File: config.mk
export PLATFORM = sky130hd
export DESIGN_NAME = pipe_state_dump
export DESIGN_NICKNAME = d
export VERILOG_FILES = /design/src/rtl/pipe_dbg_pkg.sv /design/src/rtl/pipe_dump_outreg.sv /design/src/rtl/pipe_state_dump.sv
export SDC_FILE = /design/constraint.sdc
export NUM_CORES = 1
export LEC_CHECK = 0
export ABC_CLOCK_PERIOD_IN_PS = 4750
export CAP_MARGIN = 20
export CORE_UTILIZATION = 45
export CTS_CLUSTER_SIZE = 10
export DETAILED_ROUTE_END_ITERATION = 12
export PLACE_DENSITY_LB_ADDON = 0.1
export SLEW_MARGIN = 5
export SYNTH_ARGS = -nofsm -noshare
export SYNTH_HDL_FRONTEND = slang
export SYNTH_SLANG_ARGS = --single-unit
File: constraint.sdc
create_clock -name clk -period 4.75 [get_ports clk]
set_clock_uncertainty 0.05 [all_clocks]
set_input_delay 0.7125 -clock clk [delete_from_list [all_inputs] [get_ports clk]]
set_output_delay 0.7125 -clock clk [all_outputs]
set_load 0.005 [all_outputs]
File: src/rtl/pipe_dbg_pkg.sv
// Shared types for the pipeline state-dump responder.
// Holds the FSM state enum, out_kind codes and the default word width.
package pipe_dbg_pkg;

   localparam int XLEN_DEF = 64;

   typedef enum logic [2:0] {
      S_IDLE,
      S_DRAIN,
      S_REGS,
      S_MEM,
      S_FLUSH,
      S_DONE
   } state_t;

   localparam logic [1:0] KIND_REG  = 2'b00;
   localparam logic [1:0] KIND_MEM  = 2'b01;
   localparam logic [1:0] KIND_CSUM = 2'b10;

endpackage

File: src/rtl/pipe_dump_outreg.sv
// Single-entry output holding register for the dump stream.
// Ports: load/clear control, in_* payload, valid/data/kind/index/last held.
module pipe_dump_outreg #(
   parameter int XLEN = 64,
   parameter int IW   = 10
) (
   input  logic            clk,
   input  logic            rst,
   input  logic            load,
   input  logic            clear,
   input  logic [XLEN-1:0] in_data,
   input  logic [1:0]      in_kind,
   input  logic [IW-1:0]   in_index,
   input  logic            in_last,
   output logic            valid,
   output logic [XLEN-1:0] data,
   output logic [1:0]      kind,
   output logic [IW-1:0]   index,
   output logic            last
);

   // load wins over clear: an accepted beat is replaced in the same cycle
   always_ff @(posedge clk or posedge rst) begin
      if (rst) begin
         valid <= 1'b0;
         data  <= '0;
         kind  <= '0;
         index <= '0;
         last  <= 1'b0;
      end else if (load) begin
         valid <= 1'b1;
         data  <= in_data;
         kind  <= in_kind;
         index <= in_index;
         last  <= in_last;
      end else if (clear) begin
         valid <= 1'b0;
         last  <= 1'b0;
      end
   end

endmodule

File: src/rtl/pipe_state_dump.sv
// Halts the core, drains the pipe, then streams x0..x31 and a datamem window.
// Ports: dump_req/mem_base/mem_count start, halt, rf/dm debug reads, out_* stream, busy/done.
// Option: PIPE_STATE_DUMP_CHECKSUM_EN appends an XOR checksum beat.
module pipe_state_dump
   import pipe_dbg_pkg::*;
#(
   parameter int XLEN         = XLEN_DEF,
   parameter int NUM_REGS     = 32,
   parameter int MEM_ADDR_W   = 10,
   parameter int DRAIN_CYCLES = 4
) (
   input  logic                  clk,
   input  logic                  reset,
   input  logic                  dump_req,
   input  logic [MEM_ADDR_W-1:0] mem_base,
   input  logic [MEM_ADDR_W:0]   mem_count,
   output logic                  halt,
   output logic [4:0]            rf_rd_addr,
   input  logic [XLEN-1:0]       rf_rd_data,
   output logic [MEM_ADDR_W-1:0] dm_rd_addr,
   input  logic [XLEN-1:0]       dm_rd_data,
   output logic                  out_valid,
   input  logic                  out_ready,
   output logic [XLEN-1:0]       out_data,
   output logic [1:0]            out_kind,
   output logic [MEM_ADDR_W-1:0] out_index,
   output logic                  out_last,
   output logic                  busy,
   output logic                  done
);

   localparam int CW = MEM_ADDR_W + 1;
   localparam logic [CW-1:0] MAX_CNT  = {1'b1, {MEM_ADDR_W{1'b0}}};
   localparam logic [CW-1:0] LAST_REG = CW'(NUM_REGS - 1);
   localparam logic [7:0]    DRAIN_N  = 8'(DRAIN_CYCLES);
`ifdef PIPE_STATE_DUMP_CHECKSUM_EN
   localparam bit CSUM = 1'b1;
`else
   localparam bit CSUM = 1'b0;
`endif

   state_t                state;
   logic [7:0]            drain_cnt;
   logic [CW-1:0]         idx;
   logic [CW-1:0]         cnt;
   logic [MEM_ADDR_W-1:0] base;
`ifdef PIPE_STATE_DUMP_CHECKSUM_EN
   logic [XLEN-1:0]       csum;
   logic                  csum_done;
`endif

   logic                  room;
   logic                  ld;
   logic                  clr;
   logic [XLEN-1:0]       ld_data;
   logic [1:0]            ld_kind;
   logic [MEM_ADDR_W-1:0] ld_index;
   logic                  ld_last;

   assign rf_rd_addr = idx[4:0];
   assign dm_rd_addr = base + idx[MEM_ADDR_W-1:0];
   assign room       = !out_valid || out_ready;

   always_comb begin
      ld       = 1'b0;
      clr      = 1'b0;
      ld_data  = '0;
      ld_kind  = KIND_REG;
      ld_index = '0;
      ld_last  = 1'b0;
      case (state)
         S_REGS: begin
            ld       = room;
            // x0 is hardwired zero whatever the read port returns
            ld_data  = (idx == '0) ? '0 : rf_rd_data;
            ld_index = idx[MEM_ADDR_W-1:0];
            ld_last  = !CSUM && idx == LAST_REG && cnt == '0;
         end
         S_MEM: begin
            ld       = room;
            ld_data  = dm_rd_data;
            ld_kind  = KIND_MEM;
            ld_index = dm_rd_addr;
            ld_last  = !CSUM && idx == cnt - CW'(1);
         end
         S_FLUSH: begin
`ifdef PIPE_STATE_DUMP_CHECKSUM_EN
            if (!csum_done) begin
               ld      = room;
               ld_data = csum;
               ld_kind = KIND_CSUM;
               ld_last = 1'b1;
            end else begin
               clr = out_valid && out_ready;
            end
`else
            clr = out_valid && out_ready;
`endif
         end
         default: ;
      endcase
   end

   always_ff @(posedge clk or posedge reset) begin
      if (reset) begin
         state     <= S_IDLE;
         halt      <= 1'b0;
         busy      <= 1'b0;
         done      <= 1'b0;
         drain_cnt <= '0;
         idx       <= '0;
         cnt       <= '0;
         base      <= '0;
`ifdef PIPE_STATE_DUMP_CHECKSUM_EN
         csum      <= '0;
         csum_done <= 1'b0;
`endif
      end else begin
         case (state)
            S_IDLE: begin
               if (dump_req) begin
                  base      <= mem_base;
                  cnt       <= (mem_count > MAX_CNT) ? MAX_CNT : mem_count;
                  halt      <= 1'b1;
                  busy      <= 1'b1;
                  drain_cnt <= '0;
                  idx       <= '0;
`ifdef PIPE_STATE_DUMP_CHECKSUM_EN
                  csum      <= '0;
                  csum_done <= 1'b0;
`endif
                  state     <= S_DRAIN;
               end
            end
            S_DRAIN: begin
               if (drain_cnt == DRAIN_N) state <= S_REGS;
               else drain_cnt <= drain_cnt + 8'd1;
            end
            S_REGS: begin
               if (ld) begin
`ifdef PIPE_STATE_DUMP_CHECKSUM_EN
                  csum <= csum ^ ld_data;
`endif
                  if (idx == LAST_REG) begin
                     idx   <= '0;
                     state <= (cnt == '0) ? S_FLUSH : S_MEM;
                  end else begin
                     idx <= idx + CW'(1);
                  end
               end
            end
            S_MEM: begin
               if (ld) begin
`ifdef PIPE_STATE_DUMP_CHECKSUM_EN
                  csum <= csum ^ ld_data;
`endif
                  if (idx == cnt - CW'(1)) state <= S_FLUSH;
                  else idx <= idx + CW'(1);
               end
            end
            S_FLUSH: begin
`ifdef PIPE_STATE_DUMP_CHECKSUM_EN
               if (ld) csum_done <= 1'b1;
`endif
               if (clr) begin
                  done  <= 1'b1;
                  state <= S_DONE;
               end
            end
            S_DONE: begin
               done  <= 1'b0;
               halt  <= 1'b0;
               busy  <= 1'b0;
               state <= S_IDLE;
            end
            default: state <= S_IDLE;
         endcase
      end
   end

   pipe_dump_outreg #(
      .XLEN (XLEN),
      .IW   (MEM_ADDR_W)
   ) u_outreg (
      .clk      (clk),
      .rst      (reset),
      .load     (ld),
      .clear    (clr),
      .in_data  (ld_data),
      .in_kind  (ld_kind),
      .in_index (ld_index),
      .in_last  (ld_last),
      .valid    (out_valid),
      .data     (out_data),
      .kind     (out_kind),
      .index    (out_index),
      .last     (out_last)
   );

endmodule

==> Flow_metrics.wiki <==
{| class="wikitable"
! Metric !! Value
|-
| Worst setup path category || flip-flop to output port
|-
| Cell breakdown of the critical path || ha_1 -> inv_1 -> fa_1 -> nor2b_1 -> o21ai_0 -> a21boi_0 -> o21ai_0 -> a21oi_1 -> xor2_1 -> clkdlybuf4s50_1
|-
| Worst relative slew slack || 0.335
|-
| Number of distinct standard cells referenced by the synthesized netlist || 62
|-
| CP startpoint kind || flip-flop
|-
| Post-Syn Area || approximately 6400 sq um
|-
| Share of final-layout standard cells stronger than drive strength 1 || 0.0605
|-
| Primary flip-flop cell chosen by synthesis mapping || sky130_fd_sc_hd__dfrtp_1
|-
| Core Box Area || 13900 sq um
|-
| Fraction of power consumed by combinational cells || 0.479
|-
| Sequential cell area || 3050 sq um
|-
| Worst setup EP type || output port
|-
| Sw Ratio || 0.367
|-
| Worst-case vdd ir drop || about 0.40 mV
|-
| Sequential fraction of design power || 0.306
|-
| Number of maximum-capacitance violations || 0
|-
| Clock latency on the worst-skew pair || approximately 0.42 ns
|-
| TritonCTS Sinks || roughly 120
|-
| Cell with the largest stage delay on the worst path || sky130_fd_sc_hd__clkdlybuf4s50_1
|-
| Library cell appearing most often on the critical path || sky130_fd_sc_hd__o21ai_0
|-
| Via density per instance || about 5.5
|-
| Sum of negative setup slack || 0 ns
|-
| CTS tree || done
|-
| CTS clock-pin slew for the worst setup and hold paths || 0.06 ns
|-
| Total Die Area || about 15000 sq um
|-
| Number of H-tree levels || 4
|-
| Seq/Total Area, Yosys || 0.473
|-
| Root buffer cell || sky130_fd_sc_hd__clkbuf_16
|-
| Power per cell area || 623 nW/um^2
|-
| Post-CTS setup buffer count || 0
|-
| Pins over their slew limit || 0
|-
| # nets final || 1100
|-
| Diodes inserted || 0
|-
| CP Data Required Time || around 4 ns
|-
| Commonest non-fill, non-tap cell in the layout || sky130_fd_sc_hd__clkdlybuf4s50_1
|-
| Maximum clock rate || ~250 MHz
|-
| Global placement routability congestion || 0.854
|-
| Die Span Y || ~120 um
|-
| Setup slack of the worst register-to-register path || 1.74 ns
|-
| Worst hold slack || approximately 0.42 ns
|-
| Initial drt markers || approximately 350
|-
| Average cell area after synthesis || slightly above 9 sq um
|-
| Effective utilization at floorplan || 0.463
|-
| Vias in the first global route || 6133
|-
| Layout overhead on the synthesized area || 48.6%
|-
| Worst-margin pin slew || between 0.9 and 1 ns
|-
| Number of flops mapped to enable cells by yosys || 0
|-
| CTS resizes || 0
|-
| Leakage component of the power || roughly 4 nW
|-
| Total congestion overflow || 0
|-
| Number of port buffers || 247
|-
| Average wire per cell in the routed design || around 17 um
|-
| Worst hold-check path type || flip-flop to flip-flop
|-
| Critical path data arrival time || around 3.2 ns
|-
| Portion of total power attributed to the clock network || 0.215
|-
| Via Count || just over 6000
|-
| Hold violation total from the final report || 0
|-
| Final critical-path share of the clock period || 0.835
|-
| Number of buffers on the longest clock path || 2
|-
| Site row count || between 40 and 50
|-
| Slowest stage delay, CP || roughly 0.54 ns
|-
| Setup repair after global routing missed its margin || no
|-
| Post-layout minimum cycle time || between 3 and 4 ns
|-
| Remaining antenna violation count after routing || 0
|-
| TritonCTS buffer count || 17
|-
| Non-filler cells, final || between 1000 and 1500
|-
| Mapped Cells || just over 700
|-
| Cts hold-fix bufs || 0
|-
| Worst-path fanout max || 7
|-
| Maximum number of pins on one net before global-route repair || between 80 and 90
|-
| Layout filler cell count || roughly 1100
|-
| Warnings from Yosys || 0
|-
| I/O pin cnt || 249
|-
| Die Span X || approximately 120 um
|-
| Async set-reset flop share out of synthesis || 1.00
|-
| Highest-count cells in the layout ignoring fill and taps || 247 x sky130_fd_sc_hd__clkdlybuf4s50_1, 159 x sky130_fd_sc_hd__nor2_1, 121 x sky130_fd_sc_hd__dfrtp_1
|-
| First-pass GRT wire length || just over 30000 um
|-
| Global-route total usage across every layer || 0.272
|-
| Drt drc || 0
|-
| Multi-input gate area in the final layout || approximately 3100 sq um
|-
| P_int || approximately 0.0038 W
|-
| Total wire length || roughly 20000 um
|-
| Number of placed instances with taps included || 1092
|-
| Total setup violations reported at the end of the flow || 0
|-
| Synthesized Nets || between 800 and 900
|-
| Final HPWL from detailed placement || between 10000 and 15000 um
|-
| Net switching power || 0.00219 W
|-
| Drt pass-1 iters || 5
|-
| Number of synthesized register bits || 122
|-
| Antenna violations before repair || 0
|-
| Outcome || complete, no violations
|}
## layout make-up
type / count / area share
well taps: 180 / 0.0235
inverters: 14 / 0.00574
clock buffers: 21 / 0.0480
clock inverters: 9 / 0.0128
repair buffers: 255 / 0.264
multi-input cells: 521 / 0.327
flip-flops and latches: 122 / 0.319
## stage by stage
| step | area [sq um] | total power (W) | setup slack [ns] | utilization |
|---|---|---|---|---|
| 2_1_floorplan | 6450 | 0.00331 | 0.745 | - |
| 4_1_cts | 9580 | 0.00601 | 0.771 | 0.688 |
| 3_3_place_gp | 9000 | 0.00461 | 1.31 | 0.646 |
| 3_5_place_dp | 9000 | 0.00471 | 1.22 | 0.646 |
| 6_report | 9580 | 0.00597 | 0.785 | 0.688 |
| 5_1_grt | 9580 | 0.00638 | 0.582 | 0.688 |
## critical path: cells and delay by family (launching register included)
kind                       cells  cell delay [ns]
adders and majority gates      2             0.63
DFF                            1             0.48
AOI/OAI and AO/OA              4             0.78
and+or+nand+nor                1             0.12
xor gates and xnor gates       1             0.19
buffers and inverters          2             0.60
## Yosys cell counts (2+ instances only)
cell | count | area [sq um]
sky130_fd_sc_hd__dfrtp_1 | 122 | 3050
sky130_fd_sc_hd__a41oi_1 | 2 | 17.5
sky130_fd_sc_hd__ha_1 | 15 | 188
sky130_fd_sc_hd__nor2b_1 | 6 | 37.5
sky130_fd_sc_hd__a31o_2 | 2 | 17.5
sky130_fd_sc_hd__nand2_1 | 74 | 278
sky130_fd_sc_hd__mux2_2 | 2 | 22.5
sky130_fd_sc_hd__o2111a_1 | 2 | 22.5
sky130_fd_sc_hd__a21boi_0 | 2 | 15.0
sky130_fd_sc_hd__a22o_1 | 4 | 35.0
sky130_fd_sc_hd__a21o_1 | 2 | 15.0
sky130_fd_sc_hd__a221oi_1 | 65 | 569
sky130_fd_sc_hd__and2_1 | 3 | 18.8
sky130_fd_sc_hd__or3_1 | 4 | 25.0
sky130_fd_sc_hd__nor3_1 | 10 | 50.1
sky130_fd_sc_hd__a31oi_1 | 4 | 25.0
sky130_fd_sc_hd__o21ai_0 | 28 | 140
sky130_fd_sc_hd__nand4_1 | 4 | 25.0
sky130_fd_sc_hd__xor2_1 | 15 | 131
sky130_fd_sc_hd__and3_1 | 7 | 43.8
sky130_fd_sc_hd__inv_1 | 13 | 48.8
sky130_fd_sc_hd__nor2_1 | 160 | 601
sky130_fd_sc_hd__nor4_1 | 2 | 12.5
sky130_fd_sc_hd__nor3_2 | 2 | 20.0
sky130_fd_sc_hd__mux2i_1 | 10 | 100
sky130_fd_sc_hd__nand2b_1 | 5 | 31.3
sky130_fd_sc_hd__nand3b_1 | 8 | 60.1
sky130_fd_sc_hd__xnor2_1 | 15 | 131
sky130_fd_sc_hd__a21oi_1 | 18 | 90.1
sky130_fd_sc_hd__o211ai_1 | 2 | 15.0
sky130_fd_sc_hd__clkbuf_1 | 42 | 158
sky130_fd_sc_hd__buf_4 | 8 | 60.1
sky130_fd_sc_hd__nand3_1 | 21 | 105
sky130_fd_sc_hd__o21a_1 | 3 | 22.5
## power by group through the flow
stage / combinational [W] / clock, W / sequential [W]
after global routing: 0.00314 / 0.00135 / 0.00189
after floorplan: 0.00154 / 0 / 0.00177
after global placement: 0.00280 / 0 / 0.00181
final: 0.00286 / 0.00128 / 0.00183
after CTS: 0.00288 / 0.00130 / 0.00183
after detailed placement: 0.00287 / 0 / 0.00185
## logic make-up (layout without fill, tap and decap cells)
group | after synthesis | after routing | synth area share
AND/OR/NAND/NOR | 316 | 316 | 0.219
flip-flops | 122 | 122 | 0.473
multiplexers | 12 | 12 | 0.0190
XOR/XNOR | 30 | 30 | 0.0407
other | 1 | 1 | 0.000582
AO/OA/AOI/OAI | 146 | 146 | 0.170
adder cells (fa/ha/maj) | 16 | 16 | 0.0322
buffers and inverters | 67 | 299 | 0.0450
## state kept, by name (all words and copies together), names as in the netlist
name / count
base: 10
busy: 1
cnt: 11
done: 1
drain_cnt: 8
idx: 11
state: 3
u_outreg.data: 64
u_outreg.index: 10
u_outreg.kind: 1
u_outreg.last: 1
u_outreg.valid: 1
## metal layers
| metal | vias to the layer above | track usage | part of all wire |
|---|---|---|---|
| li1 | 2958 | - | - |
| met1 | 2964 | 0.331 | 0.42 |
| met2 | 201 | 0.461 | 0.50 |
| met3 | 33 | 0.0623 | 0.053 |
| met4 | 0 | 0.114 | 0.025 |
| met5 | - | 0 | 0 |
## worst paths after layout
path	from	end	depth (start not counted)
worst max register to register	cnt[0]$_DFFE_PP0P_	idx[3]$_DFFE_PP0P_	9
worst max-delay path	idx[0]$_DFFE_PP0P_	dm_rd_addr[8]	10
max in group asynchronous	reset	state[0]$_DFFE_PP0P_	3
min in group asynchronous	reset	u_outreg.data[31]$_DFFE_PP0P_	2
worst min-delay path	u_outreg.kind[0]$_DFFE_PP0P_	u_outreg.kind[0]$_DFFE_PP0P_	2
worst min register to register	u_outreg.kind[0]$_DFFE_PP0P_	u_outreg.kind[0]$_DFFE_PP0P_	2
Note: power is estimated with default switching activity, not from simulation.
==> RTL change, RTL diff (same settings) <==
Compare `idx` against `LAST_REG` with >= in place of ==.
--- a/src/rtl/pipe_state_dump.sv
+++ b/src/rtl/pipe_state_dump.sv
@@ -74,7 +74,7 @@
             // x0 is hardwired zero whatever the read port returns
             ld_data  = (idx == '0) ? '0 : rf_rd_data;
             ld_index = idx[MEM_ADDR_W-1:0];
-            ld_last  = !CSUM && idx == LAST_REG && cnt == '0;
+            ld_last  = !CSUM && idx >= LAST_REG && cnt == '0;
          end
          S_MEM: begin
             ld       = room;
Formal check against the unedited RTL: same outputs for any inputs over 10 cycles, from zero or initial values and one cycle with reset high; that may be too few to reach the edited logic, so the function may still have changed.
==> RTL change against the original RTL <==
Total power is 4.7% lower; sequential cell count stayed put; synthesized area is 2.8% higher; routed wire length is 2.6% higher; design area is 1.5% higher; worst setup slack worse by 280 ps; utilization hardly changed; critical path type unchanged; critical endpoint is now dm_rd_addr[9]; largest power group unchanged.
==> RTL change: results (changes against the original RTL) <==
| Metric | Value |
|---|---|
| IO Port Bufs | 247 (unchanged) |
| Critical Path Max Stage Delay | 820 ps (+280 ps) |
| Crit-path slowest cell | a2111oi_0 |
| Gr usage total | 0.2636 (-0.008059) |
| Detailed Route Iter0 Violations | 573 (+62%) |
| Yosys warns | 0 (unchanged) |
| Antenna diode count | 0 (unchanged) |
| Status | finished clean |
| PostCTS Resize Cnt | 0 (unchanged) |
| Synth async-reset ratio | 1.000 (unchanged) |
| Clk_lat worst skew | 420 ps (about the same) |
| WL/cell | 17.71 um (+1.6%) |
| Worst hold start | u_outreg.index[1] |
| Final WL | 20060 um (+2.6%) |
| First-pass GRT wire length | 30830 um (about the same) |
| Placed cells | 1103 (+1.0%) |
| # Post-CTS Setup Buffers | 0 (unchanged) |
| Yosys cell types | 69 (+11%) |
| Top post-synthesis cells by count | 155 x nor2_1, 122 x dfrtp_1, 64 x a221oi_1 |
| CTS Root Cell | clkbuf_16 |
| Biggest regs | u_outreg.data x64, cnt x11, idx x11 |
| RD Place Congestion | 0.8604 (+0.73%) |
| Ys flop type | dfrtp_1 |
| Share of layout cells above drive strength 1 | 0.06611 (+0.005597) |
| CTS buffer count | 17 (unchanged) |
| Initial antenna violation count | 0 (unchanged) |
| Via count | 6398 (+3.9%) |
| Synth Net Count | 890 (+1.3%) |
| Dominant cells by area after synthesis | dfrtp_1 46%, nor2_1 8.8%, a221oi_1 8.5% |
| DR pass1 iterations | 6 (+1) |
| Clk pin slew, worst setup/hold paths | 60 ps (about the same) |
| Reg2reg path depth | 8 (-1) |
| Max Fanout on Critical Path | 7 (unchanged) |
| H-tree depth | 4 (unchanged) |
| Syn_area_per_cell | 9.197 um^2 (+1.3%) |
| Largest net degree at the start of global routing | 88 (+2.3%) |
| Delay-heaviest family, CP | compound AO/OA/AOI/OAI gates |
| Slew HR | 0.4068 (+0.07176) |
| Post-detail-place hpwl | 14620 um (+1.4%) |
| Crit path DAT | 3480 ps (+280 ps) |
| Lkg Pwr | 0.004021 uW (-1.4%) |
| Hold path cells | 2 (unchanged) |
| Worst hold path class | reg2reg |
| Clock Path Buffers | 2 (unchanged) |
| Number of global-route vias before repair | 6301 (+2.7%) |
| Crit path launch | idx[1] |
| Sequential area share after synthesis | 0.4604 (-0.01304) |
| Peak supply drop | 0.3041 mV (-24%) |
RTL change: cell types whose count changed after synthesis, moves of 5 or more:
cell and change:
xor2_1 -6, a21o_1 +6, nor2_1 -5, inv_1 +12
clkbuf_1 -8, nand2_1 -14
RTL change: per-layer routing:
metal  up-vias  global-route usage  wire [um]
met3        52             0.07565       1486
met4         0              0.1017        656
met1      3072              0.3055       7802
met5         -                   0          0
li1       3019                   -          -
met2       255              0.4584      10120
RTL change: logic make-up after synthesis:
kind of cell / Yosys count / synth area share
simple gates: 310 / 0.2223
buf+inv: 77 / 0.05773
mux: 10 / 0.01566
xor+xnor: 22 / 0.02906
flops: 122 / 0.4604
fa+ha+maj: 16 / 0.03132
compound gates: 163 / 0.1830
other cells: 1 / 0.0005655
RTL change: final cells by class:
cell class | instances | area, um^2
Timing Repair Buffer | 254 | 2545
Clock inverter | 9 | 122.6
Fill cell | 1120 | 4419
Clock buffer | 20 | 466.7
Multi-Input combinational cell | 522 | 3217
Tap cell | 180 | 225.2
Sequential cell | 122 | 3054
Inverter | 26 | 100.1
RTL change: stage by stage:
step	util	power (uW)	setup slack [ps]	hold WS [ps]	area, um^2
2_1_floorplan	-	3157	745.0	399.7	6631
3_3_place_gp	0.6441	4295	1237	410.8	9114
3_5_place_dp	0.6441	4396	1081	417.8	9114
4_1_cts	0.6857	5727	596.6	436.7	9703
5_1_grt	0.6877	6062	219.0	454.5	9731
6_report	0.6877	5690	504.7	433.7	9731
RTL change: path summary, 6_finish.rpt:
check                               endpoint  slack, ps
min                        u_outreg.index[1]        430
min reg2reg                u_outreg.index[1]        430
min in group asynchronous  u_outreg.data[49]        530
max                            dm_rd_addr[9]        500
max reg2reg                u_outreg.index[9]       1720
max in group asynchronous  u_outreg.data[58]       2990
RTL change: worst min-delay path: stages (launching register included):
cell and delay, ps:
dfrtp_1 340, nand2_1 50, o21ai_0 60
RTL change: where the power goes:
part / switching [uW] / internal, uW
Sequential: 378 / 1430
Clock: 437 / 850
Combinational: 1210 / 1380
